===== config.mk =====
export PLATFORM = sky130hd
export DESIGN_NAME = imem_burst_loader
export DESIGN_NICKNAME = d
export VERILOG_FILES = /design/src/rtl/imem_burst_loader.sv
export SDC_FILE = /design/constraint.sdc
export NUM_CORES = 1
export LEC_CHECK = 0
export CAP_MARGIN = 20
export CORE_MARGIN = 1.5
export CORE_UTILIZATION = 48
export DETAILED_ROUTE_END_ITERATION = 7
export GPL_TIMING_DRIVEN = 0
export PLACE_DENSITY_LB_ADDON = 0.15
export SYNTH_ARGS = -nofsm -noshare
export SYNTH_HDL_FRONTEND = slang
export SYNTH_SLANG_ARGS = --single-unit

===== constraint.sdc =====
create_clock -name clk -period 3.15 [get_ports clk]
set_clock_uncertainty 0.05 [all_clocks]
set_input_delay 0.315 -clock clk [delete_from_list [all_inputs] [get_ports clk]]
set_output_delay 0.315 -clock clk [all_outputs]
set_load 0.01 [all_outputs]

===== src/rtl/imem_burst_loader.sv =====
`timescale 1ns/1ps
// -----------------------------------------------------------------------------
// imem_burst_loader
//
// Copies a program image into the instruction memory. Words are read from
// HPS/SDRAM with Avalon-MM burst reads and written through the imem write port.
// The core is held in reset for as long as a load is in progress. Only one
// burst is outstanding at a time, and a burst is never longer than MAX_BURST
// words.
//
// Optional feature: define IMEM_LOADER_CHECKSUM_EN to keep a 32-bit running sum
// of the written words. Without it, checksum is tied to zero.
//
// Ports
//   clk, reset_n          system clock; synchronous active-low reset
//   start, abort          one-cycle control pulses from the CSR block
//   src_addr              byte source address (bits [1:0] ignored)
//   dst_waddr             first imem word address (wraps modulo 2^MEM_ADDR_WIDTH)
//   word_count            number of 32-bit words to copy (0 is legal)
//   busy, core_hold       high from the cycle after an accepted start until done
//   done                  one-cycle completion pulse
//   aborted               sticky abort status, cleared by the next start
//   avm_*                 Avalon-MM burst read master
//   mem_write/waddr/wdata/be  imem write port
//   checksum              sum of the written words (zero when the feature is off)
// -----------------------------------------------------------------------------
module imem_burst_loader #(
   parameter int unsigned MEM_ADDR_WIDTH = 12,
   parameter int unsigned MAX_BURST      = 64,
   parameter int unsigned CNT_WIDTH      = 16
) (
   input  logic                      clk,
   input  logic                      reset_n,
   input  logic                      start,
   input  logic                      abort,
   input  logic [31:0]               src_addr,
   input  logic [MEM_ADDR_WIDTH-1:0] dst_waddr,
   input  logic [CNT_WIDTH-1:0]      word_count,
   output logic                      busy,
   output logic                      done,
   output logic                      aborted,
   output logic                      core_hold,
   input  logic                      avm_waitrequest,
   output logic [11:0]               avm_burstcount,
   output logic [31:0]               avm_address,
   output logic                      avm_read,
   input  logic [31:0]               avm_readdata,
   input  logic                      avm_readdatavalid,
   output logic                      mem_write,
   output logic [MEM_ADDR_WIDTH-1:0] mem_waddr,
   output logic [31:0]               mem_wdata,
   output logic [3:0]                mem_be,
   output logic [31:0]               checksum
);

   localparam logic [11:0] MaxBurstLen = 12'(MAX_BURST);

   typedef enum logic [1:0] {StIdle, StReq, StRecv, StDone} state_e;

   state_e state_q, state_d;

   logic [31:0]               src_q;        // next source byte address
   logic [MEM_ADDR_WIDTH-1:0] dst_q;        // next imem word address
   logic [CNT_WIDTH-1:0]      remaining_q;  // words not yet received
   logic [11:0]               burst_left_q; // beats of the current burst still due
   logic                      busy_q;
   logic                      done_q;
   logic                      aborted_q;
   logic                      abort_pend_q; // finish draining the burst, then stop
   logic                      wr_q;         // registered imem write strobe
   logic [31:0]               wdata_q;

   logic        start_ok;
   logic        req_accept;
   logic        beat;
   logic        last_beat;
   logic        write_beat;
   logic        retire;
   logic        abort_live;
   logic [11:0] burst_len;

   // Address LSBs are forced to zero, so they are deliberately not consumed.
   logic unused_src_lsb;
   assign unused_src_lsb = ^src_addr[1:0];

   assign start_ok   = (state_q == StIdle) && start;
   assign req_accept = (state_q == StReq) && !avm_waitrequest;
   assign beat       = (state_q == StRecv) && avm_readdatavalid;
   assign last_beat  = beat && (burst_left_q == 12'd1);
   // A beat that coincides with an abort, or arrives after it, is dropped.
   assign write_beat = beat && !abort_pend_q && !abort;
   // DONE waits until the last registered write has left wr_q.
   assign retire     = (state_q == StDone) && !wr_q;
   assign abort_live = abort && ((state_q == StReq) || (state_q == StRecv));

   // The burst length is min(remaining, MAX_BURST).
   always_comb begin
      if (32'(remaining_q) > MAX_BURST) begin
         burst_len = MaxBurstLen;
      end else begin
         burst_len = 12'(remaining_q);
      end
   end

   // ---------------------------------------------------------------- state
   always_ff @(posedge clk) begin
      if (!reset_n) begin
         state_q <= StIdle;
      end else begin
         state_q <= state_d;
      end
   end

   // ----------------------------------------------------------- next state
   always_comb begin
      state_d = state_q;
      case (state_q)
         StIdle: begin
            if (start) begin
               state_d = (word_count == '0) ? StDone : StReq;
            end
         end
         StReq: begin
            // An accepted request must be drained even if abort arrives with it.
            if (!avm_waitrequest) begin
               state_d = StRecv;
            end else if (abort) begin
               state_d = StDone;
            end
         end
         StRecv: begin
            if (last_beat) begin
               if ((remaining_q == CNT_WIDTH'(1)) || abort_pend_q || abort) begin
                  state_d = StDone;
               end else begin
                  state_d = StReq;
               end
            end
         end
         StDone: begin
            if (!wr_q) begin
               state_d = StIdle;
            end
         end
         default: state_d = StIdle;
      endcase
   end

   // -------------------------------------------------------------- outputs
   always_comb begin
      avm_read       = 1'b0;
      avm_burstcount = '0;
      avm_address    = '0;
      if (state_q == StReq) begin
         avm_read       = 1'b1;
         avm_burstcount = burst_len;
         avm_address    = src_q;
      end
      mem_write = wr_q;
      mem_waddr = dst_q;
      mem_wdata = wdata_q;
      mem_be    = {4{wr_q}};
      busy      = busy_q;
      core_hold = busy_q;
      done      = done_q;
      aborted   = aborted_q;
   end

   // ------------------------------------------------------------- datapath
   always_ff @(posedge clk) begin
      if (!reset_n) begin
         src_q        <= '0;
         dst_q        <= '0;
         remaining_q  <= '0;
         burst_left_q <= '0;
         busy_q       <= 1'b0;
         done_q       <= 1'b0;
         aborted_q    <= 1'b0;
         abort_pend_q <= 1'b0;
         wr_q         <= 1'b0;
         wdata_q      <= '0;
      end else begin
         done_q <= retire;
         wr_q   <= write_beat;

         if (write_beat) begin
            wdata_q <= avm_readdata;
         end

         // The write in flight uses dst_q and then moves it on, wrapping naturally.
         if (wr_q) begin
            dst_q <= dst_q + MEM_ADDR_WIDTH'(1);
         end

         if (start_ok) begin
            src_q        <= {src_addr[31:2], 2'b00};
            dst_q        <= dst_waddr;
            remaining_q  <= word_count;
            busy_q       <= 1'b1;
            aborted_q    <= 1'b0;
            abort_pend_q <= 1'b0;
         end

         if (retire) begin
            busy_q <= 1'b0;
         end

         if (req_accept) begin
            burst_left_q <= burst_len;
         end

         if (beat) begin
            remaining_q  <= remaining_q - CNT_WIDTH'(1);
            burst_left_q <= burst_left_q - 12'd1;
            src_q        <= src_q + 32'd4;
         end

         if (abort_live) begin
            aborted_q <= 1'b1;
         end

         // Beats are owed only once the slave has taken the request.
         if (abort && (req_accept || (state_q == StRecv))) begin
            abort_pend_q <= 1'b1;
         end
      end
   end

`ifdef IMEM_LOADER_CHECKSUM_EN
   logic [31:0] checksum_q;

   always_ff @(posedge clk) begin
      if (!reset_n) begin
         checksum_q <= '0;
      end else if (start_ok) begin
         checksum_q <= '0;
      end else if (wr_q) begin
         checksum_q <= checksum_q + wdata_q;
      end
   end

   assign checksum = checksum_q;
`else
   assign checksum = 32'h0;
`endif

endmodule


==> results.cfg, run 1 <==
[clock_network]
clkSinkCount = 109
cts_tree = built
htree_levels = 3
cts_buffers = 9
clockRootBuffer = clkbuf_16
clk_path_buf_depth = 2
clock_latency_ns = 0.36
cts.clk_slew.worst_paths_ns = 0.07
hold_buffers = 0

[power]
internal_power_mw = 3.270
p_seq_frac = 0.368
power_frac_comb = 0.432
switching_share = 0.4025
switchingPower_mw = 2.203
power_frac_clock = 0.200
powerDensity_nw_per_um2 = 638.2
leakagePower_nw = 3.151
peakVddDrop_uv = 412.5

[synthesis]
syn_area_um2 = 6053
ys_warn_count = 0
synth_edf_count = 0
ys_types = 63
synth_ff_type = dfxtp_1
synthCells = 791
synth-seq-cells = 109
yosysSeqAreaShare = 0.3605
async_reset_ff_frac = 0
syn-mean-instance-area_um2 = 7.653

[worst_setup_path]
critPathMaxFanout = 10
worst_path_max_delay_cell = clkdlybuf4s50_1
cp-start-kind = flip-flop
critPathMaxStageDelay_ns = 0.55
required_ns = 2.78
critPathBufInv = 3
cp_cell_sequence = clkbuf_1 -> nor4_2 -> nand3b_1 -> a21oi_2 -> buf_2 -> and3_1 -> clkdlybuf4s50_1
end_kind = primary output
crit_type = reg -> out
cp_data_arrival_time_ns = 2.65
path_delay_family = buffers and inverters

[sta]
final-setup-viol-count = 0
fin_crit_ns = 3.020
fin_crit_sh = 0.9586
max_clock_freq_mhz = 331.2
setup_ws_ns = 0.1304
slew_headroom = 0.4320
fin_setup_tns_ns = 0
maxSlewViolCount = 0
rsz0062_at_grt = false
tightest_slew_ns = 0.8488
finalHoldViolCount = 0

[floorplan]
io_pins = 228
fp-row-count = 40
start_util = 0.4977
die_area_um2 = 13290
die_h_um = 115.3
dieWidth_um = 115.3
coreArea_um2 = 12160

[finish]
syn2layout_area_growth_pct = 41.65
layout_common_cells = 186 x clkdlybuf4s50_1, 117 x nand2_1, 109 x dfxtp_1, 95 x a21oi_1, 54 x nor2_1
final_common_cell = clkdlybuf4s50_1
drive_gt1_frac = 0.07946
fill_cells = 1064
fin_nets = 1136
insertedDiodeCount = 0

[place]
dp_hpwl_um = 14350
portBuffers = 186
finalWeightedCongestion = 0.9612
dpl_worst_slack_ns = 0.1604

[route]
wl_per_cell_um = 16.29
vias = 6654
viasPerCell = 5.545
wl_um = 19550
firstDrtPassIters = 5
drcViolationCount = 0
first_iter_violations = 586
detail-route-antenna-nets = 0

[global_routing]
grt_use_met1 = 0.3836
overflow = 0
gr-usage-met2 = 0.4698
grt_usage = 0.2928
grt_pass1_wl_um = 30680
grt_max_degree = 17
globalRouteMet3Util = 0.06431
grt-busiest-layer = met2
antenna_found_initial = 0
grt_pass1_vias = 6184

[hold_path]
hp-class = reg -> reg

[outcome]
outcome = complete, no violations

[job]
cap_viol_max_count = 0
==> cells in the mapped netlist, types with 3 or more instances <==
library cell | count | area share
nand3b_1 | 3 | 0.0037
o21a_1 | 5 | 0.0062
mux2i_1 | 3 | 0.0050
mux2_2 | 5 | 0.0093
clkbuf_1 | 41 | 0.025
o21ai_0 | 32 | 0.026
nor4_1 | 13 | 0.013
a211oi_1 | 10 | 0.012
nand3_1 | 23 | 0.019
a221oi_1 | 4 | 0.0058
and3_1 | 18 | 0.019
and2_1 | 34 | 0.035
a31oi_1 | 10 | 0.010
or4_1 | 5 | 0.0062
nand2_1 | 117 | 0.073
nor3_1 | 22 | 0.018
o311ai_0 | 3 | 0.0043
a22oi_1 | 3 | 0.0037
buf_4 | 45 | 0.056
or3_1 | 7 | 0.0072
a21oi_1 | 96 | 0.079
nand4_1 | 23 | 0.024
o211ai_1 | 9 | 0.011
xnor2_1 | 8 | 0.012
o221ai_1 | 4 | 0.0058
inv_1 | 13 | 0.0081
buf_2 | 3 | 0.0025
nor2_1 | 54 | 0.033
buf_1 | 3 | 0.0019
and4_1 | 4 | 0.0058
ha_1 | 11 | 0.023
xor2_1 | 7 | 0.010
a311oi_1 | 6 | 0.0087
dfxtp_1 | 109 | 0.36
==> kinds of logic after synthesis <==
group	share of synthesized area
other	0.0006195
buffers and inverters	0.09446
and+or+nand+nor	0.2873
adders and majority gates	0.02274
DFF	0.3605
xor gates and xnor gates	0.02170
AOI/OAI and AO/OA	0.1984
muxes	0.01426
==> sequential cells by signal (all words and copies together) (netlist names) <==
| signal | count |
|---|---|
| mem_wdata | 32 |
| src_q | 30 |
| aborted | 1 |
| burst_left_q | 12 |
| mem_write | 1 |
| abort_pend_q | 1 |
| busy | 1 |
| remaining_q | 16 |
| done | 1 |
| state_q | 2 |
| mem_waddr | 12 |
==> layout make-up <==
class,count,area [um^2],share of cell area
buffer,93,523.0,0.06100
clock buffer,13,250.2,0.02918
clock inverter,3,21.27,0.002481
inverter,13,48.80,0.005691
multi-input combinational,614,3470,0.4046
sequential,109,2182,0.2545
tap,168,210.2,0.02451
timing repair buffer,187,1869,0.2180
==> per-layer routing <==
| layer | vias to the layer above | wire (um) |
|---|---|---|
| li1 | 3231 | - |
| met1 | 3065 | 8218 |
| met2 | 315 | 9319 |
| met3 | 43 | 1522 |
| met4 | 0 | 493 |
| met5 | - | 0 |
==> worst reg2reg max path: stages (launching register included) <==
cell	delay, ns
dfxtp_1	0.43
inv_1	0.11
ha_1	0.32
nand2_1	0.12
clkbuf_1	0.43
clkbuf_1	0.54
clkbuf_1	0.49
nor2_1	0.08
a221oi_1	0.23
nor2_1	0.07
==> power groups by stage <==
stage	clock network, mW	logic [mW]	registers (mW)
floorplan	0	1.42	1.97
global placement	0	2.25	2.01
detailed placement	0	2.27	2.02
CTS	1.10	2.29	1.99
global route	1.15	2.59	2.06
finish	1.09	2.37	2.02
==> path summary, 6_finish.rpt <==
kind                                     start                 to  slack, ns  depth (start not counted)
worst max-delay path            remaining_q[8]  avm_burstcount[1]       0.13                          7
worst min-delay path              mem_wdata[3]       mem_wdata[3]       0.41                          2
worst max register to register      state_q[0]     remaining_q[0]       0.16                          9
worst min register to register    mem_wdata[3]       mem_wdata[3]       0.41                          2
==> what timing repair did <==
| action | CTS | global route |
|---|---|---|
| buffers inserted | 0 | 1 |
| endpoints found under the setup margin | 6 | 6 |
| gates cloned | 0 | 0 |
| resized for setup | 1 | 4 |
| pin swaps | 0 | 0 |
| hold endpoints to repair | 0 | 0 |
==> metrics by stage <==
stage | instances | cell area (um^2) | utilization | hold slack (ns) | power (mW)
after floorplan | 829 | 6196 | - | 0.3966 | 3.397
after global placement | 1183 | 8268 | 0.6798 | 0.3910 | 4.259
after detailed placement | 1183 | 8268 | 0.6798 | 0.3965 | 4.290
after CTS | 1199 | 8544 | 0.7026 | 0.4053 | 5.384
after global routing | 1200 | 8574 | 0.7050 | 0.4212 | 5.792
final | 1200 | 8574 | 0.7050 | 0.4051 | 5.472
Power figures use the tool's default switching activity.
==> inputs of run 2 (changes only) <==
--- a/config.mk
+++ b/config.mk
@@ -7,7 +7,7 @@
 export LEC_CHECK = 0
 export CAP_MARGIN = 20
 export CORE_MARGIN = 1.5
-export CORE_UTILIZATION = 48
+export CORE_UTILIZATION = 30
 export DETAILED_ROUTE_END_ITERATION = 7
 export GPL_TIMING_DRIVEN = 0
 export PLACE_DENSITY_LB_ADDON = 0.15
==> results.cfg, run 2 (same netlist as run 1, synthesis figures left out) <==
[outcome]
outcome = complete, no violations

[route]
drcViolationCount = 0
wl_um = 21820
detail-route-antenna-nets = 0
wl_per_cell_um = 16.81
firstDrtPassIters = 5
first_iter_violations = 544
vias = 6533
viasPerCell = 5.033

[clock_network]
cts_tree = built
htree_levels = 3
hold_buffers = 0
clkSinkCount = 109
cts_buffers = 9
clk_path_buf_depth = 2
clock_latency_ns = 0.36
clockRootBuffer = clkbuf_16
cts.clk_slew.worst_paths_ns = 0.07

[finish]
final_common_cell = clkdlybuf4s50_1
insertedDiodeCount = 0
fin_nets = 1137
syn2layout_area_growth_pct = 44.42
finish.instance_area_um2 = 8742
drive_gt1_frac = 0.08519
largest_register_ffs = 32
layout_common_cells = 186 x clkdlybuf4s50_1, 117 x nand2_1, 109 x dfxtp_1, 95 x a21oi_1, 53 x nor2_1

[floorplan]
die_h_um = 145.1
dieWidth_um = 145.1
start_util = 0.3080
coreArea_um2 = 19650
die_area_um2 = 21040
io_pins = 228
fp-row-count = 51

[sta]
rsz0062_at_grt = false
final-setup-viol-count = 0
finalHoldViolCount = 0
setup_ws_ns = 0.2225
fin_crit_sh = 0.9294
max_clock_freq_mhz = 341.6
whs_ns = 0.4066
slew_headroom = 0.5012
fin_setup_tns_ns = 0
maxSlewViolCount = 0
fin_crit_ns = 2.927
tightest_slew_ns = 0.7482

[global_routing]
grt_max_degree = 17
antenna_found_initial = 0
grt_usage = 0.2029
grt_pass1_vias = 5895
grt_pass1_wl_um = 33800
overflow = 0

[worst_setup_path]
cp_cell_sequence = clkbuf_1 -> nor4_2 -> nand3b_1 -> a21oi_2 -> buf_2 -> and3_1 -> clkdlybuf4s50_1
cp-start-kind = flip-flop
crit_type = reg -> out
critPathBufInv = 3
critPathMaxStageDelay_ns = 0.57
worst_path_max_delay_cell = clkdlybuf4s50_1
end_kind = primary output
required_ns = 2.78
path_delay_family = buffers and inverters
r2r_slack_ns = 0.32
critPathMaxFanout = 10
cp_data_arrival_time_ns = 2.56

[place]
portBuffers = 186
dpl_cell_area_um2 = 8389
dpl_worst_slack_ns = 0.02400
finalWeightedCongestion = 0.8662
dp_hpwl_um = 16270

[job]
cap_viol_max_count = 0

[power]
peakVddDrop_uv = 325.6
powerDensity_nw_per_um2 = 648.9
leakagePower_nw = 3.189

[hold_path]
hp-class = reg -> reg
run 2: cell count changes in the layout (fill, tap and decap cells not counted), moves of 2 or more:
cell      previous run  this run
clkbuf_1            44        39
clkbuf_2             1         3
clkbuf_8             1         3
clkinv_2             1         3
run 2: layout make-up:
class                   instances  area, um^2
plain buffers                  93       525.5
clock buffers                  12       266.5
clock inverters                 4       45.04
fillers                      2078       10910
inverters                      13       48.80
multi-input cells             614        3466
flip-flops and latches        109        2182
well taps                     265       331.6
repair buffers                188        1877
run 2: worst paths after layout:
check	cells past startpoint	to	from
max	7	avm_burstcount[5]	remaining_q[8]
min	2	mem_wdata[28]	mem_wdata[28]
max reg2reg	8	src_q[11]	state_q[0]
min reg2reg	2	mem_wdata[28]	mem_wdata[28]
run 2: what timing repair did:
| item | CTS | global route |
|---|---|---|
| resized for setup | 2 | 7 |
| setup endpoints to repair | 6 | 29 |
| setup buffers | 0 | 2 |
run 2: worst register-to-register path, cell delays in order, from the launching register on:
cell	delay [ns]
dfxtp_1	0.41
inv_1	0.11
ha_1	0.32
and2_1	0.20
clkbuf_1	0.17
nor2_2	0.51
clkbuf_1	0.64
nand2_1	0.18
a31oi_1	0.19
run 2: through the flow:
stage / total power [mW] / util / instances
3_5_place_dp: 4.386 / 0.4269 / 1280
6_report: 5.673 / 0.4448 / 1298
4_1_cts: 5.637 / 0.4433 / 1296
3_3_place_gp: 4.368 / 0.4269 / 1280
2_1_floorplan: 3.397 / - / 829
5_1_grt: 6.030 / 0.4448 / 1298
run 2: routing by layer:
metal  track usage  share of wire
met1        0.2780           0.46
met2        0.3356           0.47
met3       0.03176          0.061
met4       0.04439          0.012
met5             0              0
run 2: power breakdown:
| part | switching, mW | internal (mW) |
|---|---|---|
| combinational | 1.38 | 1.06 |
| sequential | 0.347 | 1.66 |
| clock | 0.543 | 0.679 |
| total | 2.27 | 3.40 |
